File: src/rtl/ldw_alu_pkg.sv
// Shared op-code fields and FSM state encoding for the sequential ALU.
// Legacy codes (op[4]=0) decode on op[2:0]; op[3] only matters for the shifts.
package ldw_alu_pkg;

    localparam logic [2:0] F_ADD = 3'b000;
    localparam logic [2:0] F_SUB = 3'b100;
    localparam logic [2:0] F_AND = 3'b001;
    localparam logic [2:0] F_OR  = 3'b101;
    localparam logic [2:0] F_XOR = 3'b010;
    localparam logic [2:0] F_LUI = 3'b110;
    localparam logic [2:0] F_SLL = 3'b011;
    localparam logic [2:0] F_SRX = 3'b111;

    localparam logic [3:0] OP_MUL   = 4'b0000;
    localparam logic [3:0] OP_MULHU = 4'b0001;
    localparam logic [3:0] OP_DIVU  = 4'b0010;
    localparam logic [3:0] OP_REMU  = 4'b0011;

    typedef enum logic [1:0] {
        IDLE = 2'b00,
        BUSY = 2'b01,
        DONE = 2'b10
    } state_t;

endpackage

File: src/rtl/ldw_muldiv_iter.sv
// One-bit-per-cycle shift-add multiplier and restoring divider.
// i_mode[1] selects divide, i_mode[0] selects the upper half (MULHU high word / REMU remainder).
module ldw_muldiv_iter
    import ldw_alu_pkg::*;
#(
    parameter int WIDTH = 32
) (
    input  logic             clk,
    input  logic             rst_n,
    input  logic             i_start,
    input  logic [1:0]       i_mode,
    input  logic [WIDTH-1:0] i_a,
    input  logic [WIDTH-1:0] i_b,
    output logic             o_busy,
    output logic             o_done,
    output logic [WIDTH-1:0] o_result
);

    localparam int CW = $clog2(WIDTH) + 1;
    localparam logic [CW-1:0] LAST = CW'(WIDTH - 1);

    logic [CW-1:0]    r_cnt;
    logic [1:0]       r_mode;
    logic             r_busy;
    logic [WIDTH-1:0] r_hi;
    logic [WIDTH-1:0] r_lo;
    logic [WIDTH-1:0] r_opnd;
    logic [WIDTH:0]   w_sum;
    logic [WIDTH:0]   w_trial;

    assign w_sum   = {1'b0, r_hi} + (r_lo[0] ? {1'b0, r_opnd} : '0);
    assign w_trial = {r_hi, r_lo[WIDTH-1]} - {1'b0, r_opnd};

    // r_hi/r_lo hold product high/low, or remainder/quotient, and stay put after the last step
    always_ff @(posedge clk or negedge rst_n) begin
        if (!rst_n) begin
            r_cnt  <= '0;
            r_mode <= '0;
            r_busy <= 1'b0;
            r_hi   <= '0;
            r_lo   <= '0;
            r_opnd <= '0;
        end else if (i_start) begin
            r_cnt  <= '0;
            r_mode <= i_mode;
            r_busy <= 1'b1;
            r_hi   <= '0;
            r_lo   <= i_mode[1] ? i_a : i_b;
            r_opnd <= i_mode[1] ? i_b : i_a;
        end else if (r_busy) begin
            r_cnt <= r_cnt + CW'(1);
            if (r_cnt == LAST) begin
                r_busy <= 1'b0;
            end
            if (r_mode[1]) begin
                r_hi <= w_trial[WIDTH] ? {r_hi[WIDTH-2:0], r_lo[WIDTH-1]} : w_trial[WIDTH-1:0];
                r_lo <= {r_lo[WIDTH-2:0], ~w_trial[WIDTH]};
            end else begin
                {r_hi, r_lo} <= {w_sum, r_lo[WIDTH-1:1]};
            end
        end
    end

    assign o_busy   = r_busy;
    assign o_done   = r_busy && (r_cnt == LAST);
    assign o_result = r_mode[0] ? r_hi : r_lo;

endmodule

File: src/rtl/ldw_seq_alu.sv
// Sequential ALU: single-cycle logic/arith/shift ops locally, mul/div via the iterative unit.
// Result of an iterative op is read straight from the sub-module's held registers.
module ldw_seq_alu
    import ldw_alu_pkg::*;
#(
    parameter int WIDTH = 32,
    parameter int SHW   = $clog2(WIDTH)
) (
    input  logic             clk,
    input  logic             rst_n,
    input  logic             in_valid,
    output logic             in_ready,
    input  logic [4:0]       op,
    input  logic [WIDTH-1:0] a,
    input  logic [WIDTH-1:0] b,
    output logic             out_valid,
    input  logic             out_ready,
    output logic [WIDTH-1:0] r,
    output logic             z,
    output logic             err
);

    state_t           r_state;
    logic [WIDTH-1:0] r_res;
    logic             r_err;
    logic             r_selMd;
    logic [WIDTH-1:0] w_res;
    logic             w_err;
    logic             w_multi;
    logic [SHW-1:0]   w_sh;
    logic             w_start;
    logic             w_mdBusy;
    logic             w_mdDone;
    logic [WIDTH-1:0] w_mdResult;
    logic [WIDTH-1:0] w_r;

    assign w_sh = a[SHW-1:0];

    always_comb begin
        w_res   = '1;
        w_err   = 1'b1;
        w_multi = 1'b0;
        if (!op[4]) begin
            w_err = 1'b0;
            case (op[2:0])
                F_ADD: w_res = a + b;
                F_SUB: w_res = a - b;
                F_AND: w_res = a & b;
                F_OR:  w_res = a | b;
                F_XOR: w_res = a ^ b;
                F_LUI: w_res = {b[WIDTH/2-1:0], {(WIDTH/2){1'b0}}};
                F_SLL: begin
                    if (!op[3]) begin
                        w_res = b << w_sh;
                    end else begin
                        w_err = 1'b1;
                    end
                end
                F_SRX: begin
                    if (op[3]) begin
                        w_res = $signed(b) >>> w_sh;
                    end else begin
                        w_res = b >> w_sh;
                    end
                end
                default: w_err = 1'b1;
            endcase
        end else begin
            case (op[3:0])
                OP_MUL, OP_MULHU: begin
                    w_multi = 1'b1;
                    w_err   = 1'b0;
                end
                OP_DIVU, OP_REMU: begin
                    // Divide by zero short-circuits to a faulting single-cycle result
                    if (b == '0) begin
                        w_res = op[0] ? a : '1;
                    end else begin
                        w_multi = 1'b1;
                        w_err   = 1'b0;
                    end
                end
                default: w_err = 1'b1;
            endcase
        end
    end

    assign w_start = (r_state == IDLE) && in_valid && w_multi;

    always_ff @(posedge clk or negedge rst_n) begin
        if (!rst_n) begin
            r_state <= IDLE;
            r_res   <= '0;
            r_err   <= 1'b0;
            r_selMd <= 1'b0;
        end else begin
            case (r_state)
                IDLE: begin
                    if (in_valid) begin
                        if (w_multi) begin
                            r_state <= BUSY;
                            r_selMd <= 1'b1;
                            r_err   <= 1'b0;
                        end else begin
                            r_state <= DONE;
                            r_selMd <= 1'b0;
                            r_res   <= w_res;
                            r_err   <= w_err;
                        end
                    end
                end
                BUSY: if (w_mdDone) r_state <= DONE;
                DONE: if (out_ready) r_state <= IDLE;
                default: r_state <= IDLE;
            endcase
        end
    end

    ldw_muldiv_iter #(.WIDTH(WIDTH)) u_muldiv (
        .clk      (clk),
        .rst_n    (rst_n),
        .i_start  (w_start),
        .i_mode   (op[1:0]),
        .i_a      (a),
        .i_b      (b),
        .o_busy   (w_mdBusy),
        .o_done   (w_mdDone),
        .o_result (w_mdResult)
    );

    assign w_r       = r_selMd ? w_mdResult : r_res;
    assign r         = w_r;
    assign z         = ~|w_r;
    assign err       = r_err;
    assign in_ready  = (r_state == IDLE);
    assign out_valid = (r_state == DONE);

endmodule

File: config.mk
export PLATFORM = sky130hd
export DESIGN_NAME = ldw_seq_alu
export DESIGN_NICKNAME = d
export VERILOG_FILES = /design/src/rtl/ldw_alu_pkg.sv /design/src/rtl/ldw_muldiv_iter.sv /design/src/rtl/ldw_seq_alu.sv
export SDC_FILE = /design/constraint.sdc
export NUM_CORES = 1
export LEC_CHECK = 0
export CORE_MARGIN = 2
export CORE_UTILIZATION = 40
export DETAILED_ROUTE_END_ITERATION = 6
export SYNTH_ARGS = -nofsm -noshare
export SYNTH_HDL_FRONTEND = slang
export SYNTH_SLANG_ARGS = --single-unit
File: constraint.sdc
create_clock -name clk -period 3.8 [get_ports clk]
set_clock_uncertainty 0.05 [all_clocks]
set_input_delay 0.76 -clock clk [delete_from_list [all_inputs] [get_ports clk]]
set_output_delay 0.76 -clock clk [all_outputs]
set_load 0.005 [all_outputs]
# After elaboration in Yosys (flattened, before gate mapping)
# Index checks and enable logic that the tools add are counted.
# op_classes
n_addsub	5
n_mul	0
div_mod_pow	0
order_cmp	0
eq_ne	16
n_shift	3
mux	39
bitwise_logic	5
reduce_logical	15
# ops
operator	count
2-to-1 mux 32 bit	18
one-hot mux 32 bit (8 select lines)	1
adder 32 x 33 -> 33 bit	1
subtractor 33 x 32 -> 33 bit	1
adder 32 bit	1
bitwise AND 32 bit	1
zero test 32 bit	1
OR 32 bit	1
OR reduction 32 bit	1
left shift 32 x 5 -> 32 bit	1
right shift 32 x 5 -> 32 bit	1
>>> shifter 32 x 5 -> 32 bit	1
subtractor 32 bit	1
bitwise XOR 32 bit	1
equality test 3 bit, second input constant	4
2-to-1 mux 6 bit	2
2-to-1 mux 1 bit	11
equality test 4 x 2 -> 1 bit, second input constant	2
2-to-1 mux 2 bit	4
adder 6 x 1 -> 6 bit, second input constant	1
equality test 3 x 2 -> 1 bit, second input constant	2
equality test 6 x 5 -> 1 bit, second input constant	1
one-hot mux 2 bit (3 select lines)	1
AND reduction 3 bit	2
16 further kinds	22
# totals
reg_bits	141
latchBits	0
mem_bits_rw	0
rom_bits	0
inputBits	73
word_cells	93
mem_count	0

# Logic depth before layout (Yosys ltp)
# depth
word_depth	7
mapped_depth	18

# Hierarchy
# From an unflattened synthesis, not the netlist that was laid out.
# hier_totals
hier_cells	2538
hier_area_um2	20249.4
# modules_own_cells
mod	instances	cells_each	area_each_um2	seq_area_each_um2
ldw_seq_alu	1	1391	10553.9	900.9
ldw_muldiv_iter	1	1147	9695.5	2627.5

# Least setup slack after synthesis
# No wires, ideal clock.
# synth_timing
kind	input to register
startpoint	input op[2]
endpoint	register r_res[18]
setup_time_ns	0.104
arrival_time_ns	4.558
t_required_ns	3.646
setup_slack_ns	-0.912
cell_stages	17
n_path_buf	3
path_cell_list	clkbuf_1 -> clkinv_1 -> clkbuf_1 -> clkbuf_1 -> nor2_1 -> nor2_1 -> xnor2_1 -> ha_1 -> a21o_1 -> a21o_1 -> a2111o_1 -> a31oi_4 -> o211a_4 -> o31a_4 -> o21bai_1 -> mux2_4 -> o41ai_2
# synth_via
elab_chain_len	6
elab_cells_between_ends	21
# synth_rtl
item	line	rtl
start, declared	ldw_seq_alu.sv:13	input logic [4:0] op,
equality test 4 x 2 -> 1 bit (tied with other cells)	ldw_seq_alu.sv:69	case (op[3:0])
OR reduction 2 bit	ldw_seq_alu.sv:69	
one-hot mux 1 bit (2 select lines)	ldw_seq_alu.sv:69	
2-to-1 mux 1 bit	ldw_seq_alu.sv:43	if (!op[4]) begin
NOT 1 bit (no line)	n/a	
AND reduction 3 bit (no line)	n/a	
end signal, assigned	ldw_seq_alu.sv:107	r_res <= w_res;
end, declared	ldw_seq_alu.sv:24	logic [WIDTH-1:0] r_res;
# Several ways; a longest one is shown, not always the timed one.
# A chain may end at the register's enable or synchronous reset.

# Worst setup path after layout
# layout_timing
startpoint	input b[15]
endpoint	register r_res[30]
# layout_via
elab_chain_len	6
elab_cells_between_ends	17
# layout_rtl
item	line	rtl
start, declared	ldw_seq_alu.sv:15	input logic [WIDTH-1:0] b,
branches (longest 6 deep; another with subtractor 32 bit)	n/a	
# Parallel ways; which one is timed is not known.

==> reports/metrics.csv <==
stage,metric,value,unit
logic_synthesis,Post-synth EDFFs,0,
drt,residual DRC count,0,
power,Pwr Density,710,nW/um^2
drt,final antenna-violating net count,0,
floorplanning,Die ar.,52100,sq um
sta,RSZ-0062 raised after global routing,true,
placed_design,IO buf count,108,
drt,drt pass-1 iters,6,
grt,vias in the first global route,21300,
floorplanning,Core Area,49900,sq um
critical_path,crit end category,flop,
critical_path,Worst Path Required,4.08,ns
power,Peak VDD IR,0.412,mV
logic_synthesis,Synth cell types,93,
critical_path,"Arr. time, crit path",4.31,ns
final_layout,Antenna diodes,0,
sta,fin crit period,4.03,ns
status,violated checks,setup timing,
status,run status,finished with violations,
floorplanning,Initial Utilization,0.403,
critical_path,worst r2r src,u_muldiv.r_opnd[0],
hold_path,hold crit path type,in2async,
logic_synthesis,Synth top cells by count,"nor2_1, a21oi_1, nand2_1",
power,Lkg Pwr,0.0115,uW
critical_path,critical-path cell list,dlygate4sd2_1 > or4_4 > nor3_4 > nand3_2 > o41ai_4 > xnor2_1 > ha_1 > nand4_1 > or3_4 > or3_4 > o21ai_4 > a21oi_2 > xnor2_1 > a31o_2,
grt,pin count of the biggest net entering global routing,82,
critical_path,CP peak stage delay,0.50,ns
clock_network,Root Buffer,clkbuf_16,
critical_path,CP Max Fanout,3,
drt,Vias,21600,
placed_design,HPWL after DPL,67300,um
sta,max_slew headroom,0.406,
sta,Hold Fails Final Rpt,0,
power,overall power,18100,uW
drt,Post-Route WL,83800,um
logic_synthesis,Synth async-reset ratio,1.00,
logic_synthesis,Ys Warns,0,
critical_path,reg2reg path depth,12,
clock_network,CTS tree,done,
final_layout,Nets,3144,
grt,Tot GR Track Use,0.316,
drt,initial drt markers,1769,
logic_synthesis,sequential share of the synthesized area,0.176,
clock_network,Clock Latency Late Sink,0.44,ns
placed_design,gpl congestion,0.983,
sta,Setup Viol. Count Final,12,
clock_network,clock-pin slew on the worst setup and hold paths,0.06,ns
flow_run,max-cap violation count,0,
clock_network,TritonCTS buffer count,17,
logic_synthesis,Yosys top cell area share,0.176,
logic_synthesis,synthesized area,20100,sq um
critical_path,highest-delay cell along the critical path,or4_4,
grt,first-pass GRT wire length,128000,um
sta,Peak Freq,0.248,GHz
final_layout,Non-Filler Instances,3592,
critical_path,Startpoint Class,input pin,
sta,worst-margin pin slew,0.892,ns
clock_network,Bufs on Longest Clock Path,2,
critical_path,Reg2Reg Setup Slack,0.12,ns
floorplanning,die height,228,um
placed_design,Cell Count Post-Placement,3537,
clock_network,clk sinks,141,
critical_path,reg2reg end,u_muldiv.r_hi[31],
critical_path,CP Class,in2reg,
logic_synthesis,largest cells by area after synthesis,"dfrtp_1, ha_1, mux2i_1",
clock_network,H-tree depth,4,
logic_synthesis,Yosys top cell by area,dfrtp_1,
sta,fin crit share,1.06,
logic_synthesis,top_reg_cell synth,dfrtp_1,
floorplanning,# rows,82,
logic_synthesis,mean post-synth cell area,7.73,sq um
final_layout,ratio of cells with drive above 1 in the final layout,0.211,
sta,fin. max-slew vios,0,
logic_synthesis,Syn Nets,2837,
logic_synthesis,"count leader, synth",nor2_1,
floorplanning,num ports,109,
floorplanning,Die W,228,um
logic_synthesis,Mapped Cells,2600,
grt,gr ovfl total,0,
drt,drt via density,6.00,
sta,min setup slack post-route,-0.225,ns
grt,initial antenna violation count,0,
drt,routed len/inst,23.3,um
final_layout,Area Growth Syn to Fin,26.9,%
logic_synthesis,synthesized flop and latch total,141,
[layout by cell type (no fill, tap or decap), types with 18 or more instances in the layout]
cell             Yosys  final
buf_4               10    353
dfrtp_1            141    137
a31oi_1             24     22
xnor2_1             72     71
o31ai_1             19     18
mux2i_1            192    188
a21o_1              57     57
xor2_1              22     22
clkdlybuf4s50_1      0     85
nor2_1             280    274
mux4_2              59     59
inv_1              122    117
buf_12               0     25
and2_1              41     40
nand2_1            206    202
o21ai_0            202    192
nand4_1             20     20
a211oi_1            35     30
o211ai_1            51     51
ha_1               161    155
a22oi_1             21     21
a21oi_1            242    231
nand3_1             35     32
o22ai_1             25     25
nor3_1              63     61
[layout make-up]
class | count | area, sq um
fill | 4877 | 24400
inverter | 128 | 489
timing repair buffer | 489 | 4250
clock inverter | 10 | 160
clock buffer | 22 | 484
sequential | 141 | 3540
multi-input combinational | 2130 | 15700
tap | 672 | 841
[report_power, final]
part           internal, uW  switching (uW)  leakage, uW
clock network          1170             656     0.000316
logic                  5920            7210      0.00954
registers              2290             856      0.00162
[cells by family after synthesis]
family          Yosys count  synth area share
compound gates          853             0.272
simple gates            760             0.177
buf+inv                 329            0.0648
mux                     259             0.166
fa+ha+maj               164             0.103
flops                   141             0.176
xor+xnor                 94            0.0410
[flip-flops by register name, indices dropped and copies added, names as in the netlist]
| name | count |
|---|---|
| u_muldiv.o_busy | 1 |
| err | 1 |
| u_muldiv.r_cnt | 6 |
| r_state | 2 |
| u_muldiv.r_opnd | 32 |
| r_res | 32 |
| u_muldiv.r_mode | 2 |
| u_muldiv.r_hi | 32 |
| r_selMd | 1 |
| u_muldiv.r_lo | 32 |
[worst max-delay path by stage]
stage / end / startpoint / cells after the start
floorplan: r_res[30] / b[1] / 16
global placement: r_res[31] / b[1] / 17
detailed placement: r_res[30] / b[1] / 17
CTS: r_res[30] / b[8] / 17
global route: r_res[30] / b[6] / 16
finish: r_res[30] / b[15] / 14
[metal layers]
layer / wire [um] / global-route usage
met4: 5100 / 0.175
met1: 34600 / 0.392
met2: 40000 / 0.538
met5: 0 / 0
met3: 4130 / 0.0300
[metrics by stage]
step           cell area [sq um]  setup TNS [ns]  worst slack (ns)  utilization  hold slack, ns
2_1_floorplan              20300           -5.21            -0.505            -           0.390
3_3_place_gp               24300          -58.00             -1.21        0.487           0.403
3_5_place_dp               24300          -65.84             -1.29        0.487           0.413
4_1_cts                    25200           -1.07            -0.190        0.506           0.334
5_1_grt                    25500           -2.64            -0.310        0.511           0.353
6_report                   25500           -1.08            -0.225        0.511           0.259
[critical path, delay by kind of cell]
family                     cells  cell delay [ns]
and+or+nand+nor                6             1.87
AOI/OAI and AO/OA              4             0.85
adders and majority gates      1             0.31
xor gates and xnor gates       2             0.27
buffers and inverters          1             0.25
[repair_timing]
action,CTS,global route
setup buffers,19,8
hold buffers,0,0
pin swaps,58,43
resized for setup,78,47
setup endpoints to repair,53,40
(Power assumes the default switching activity.)
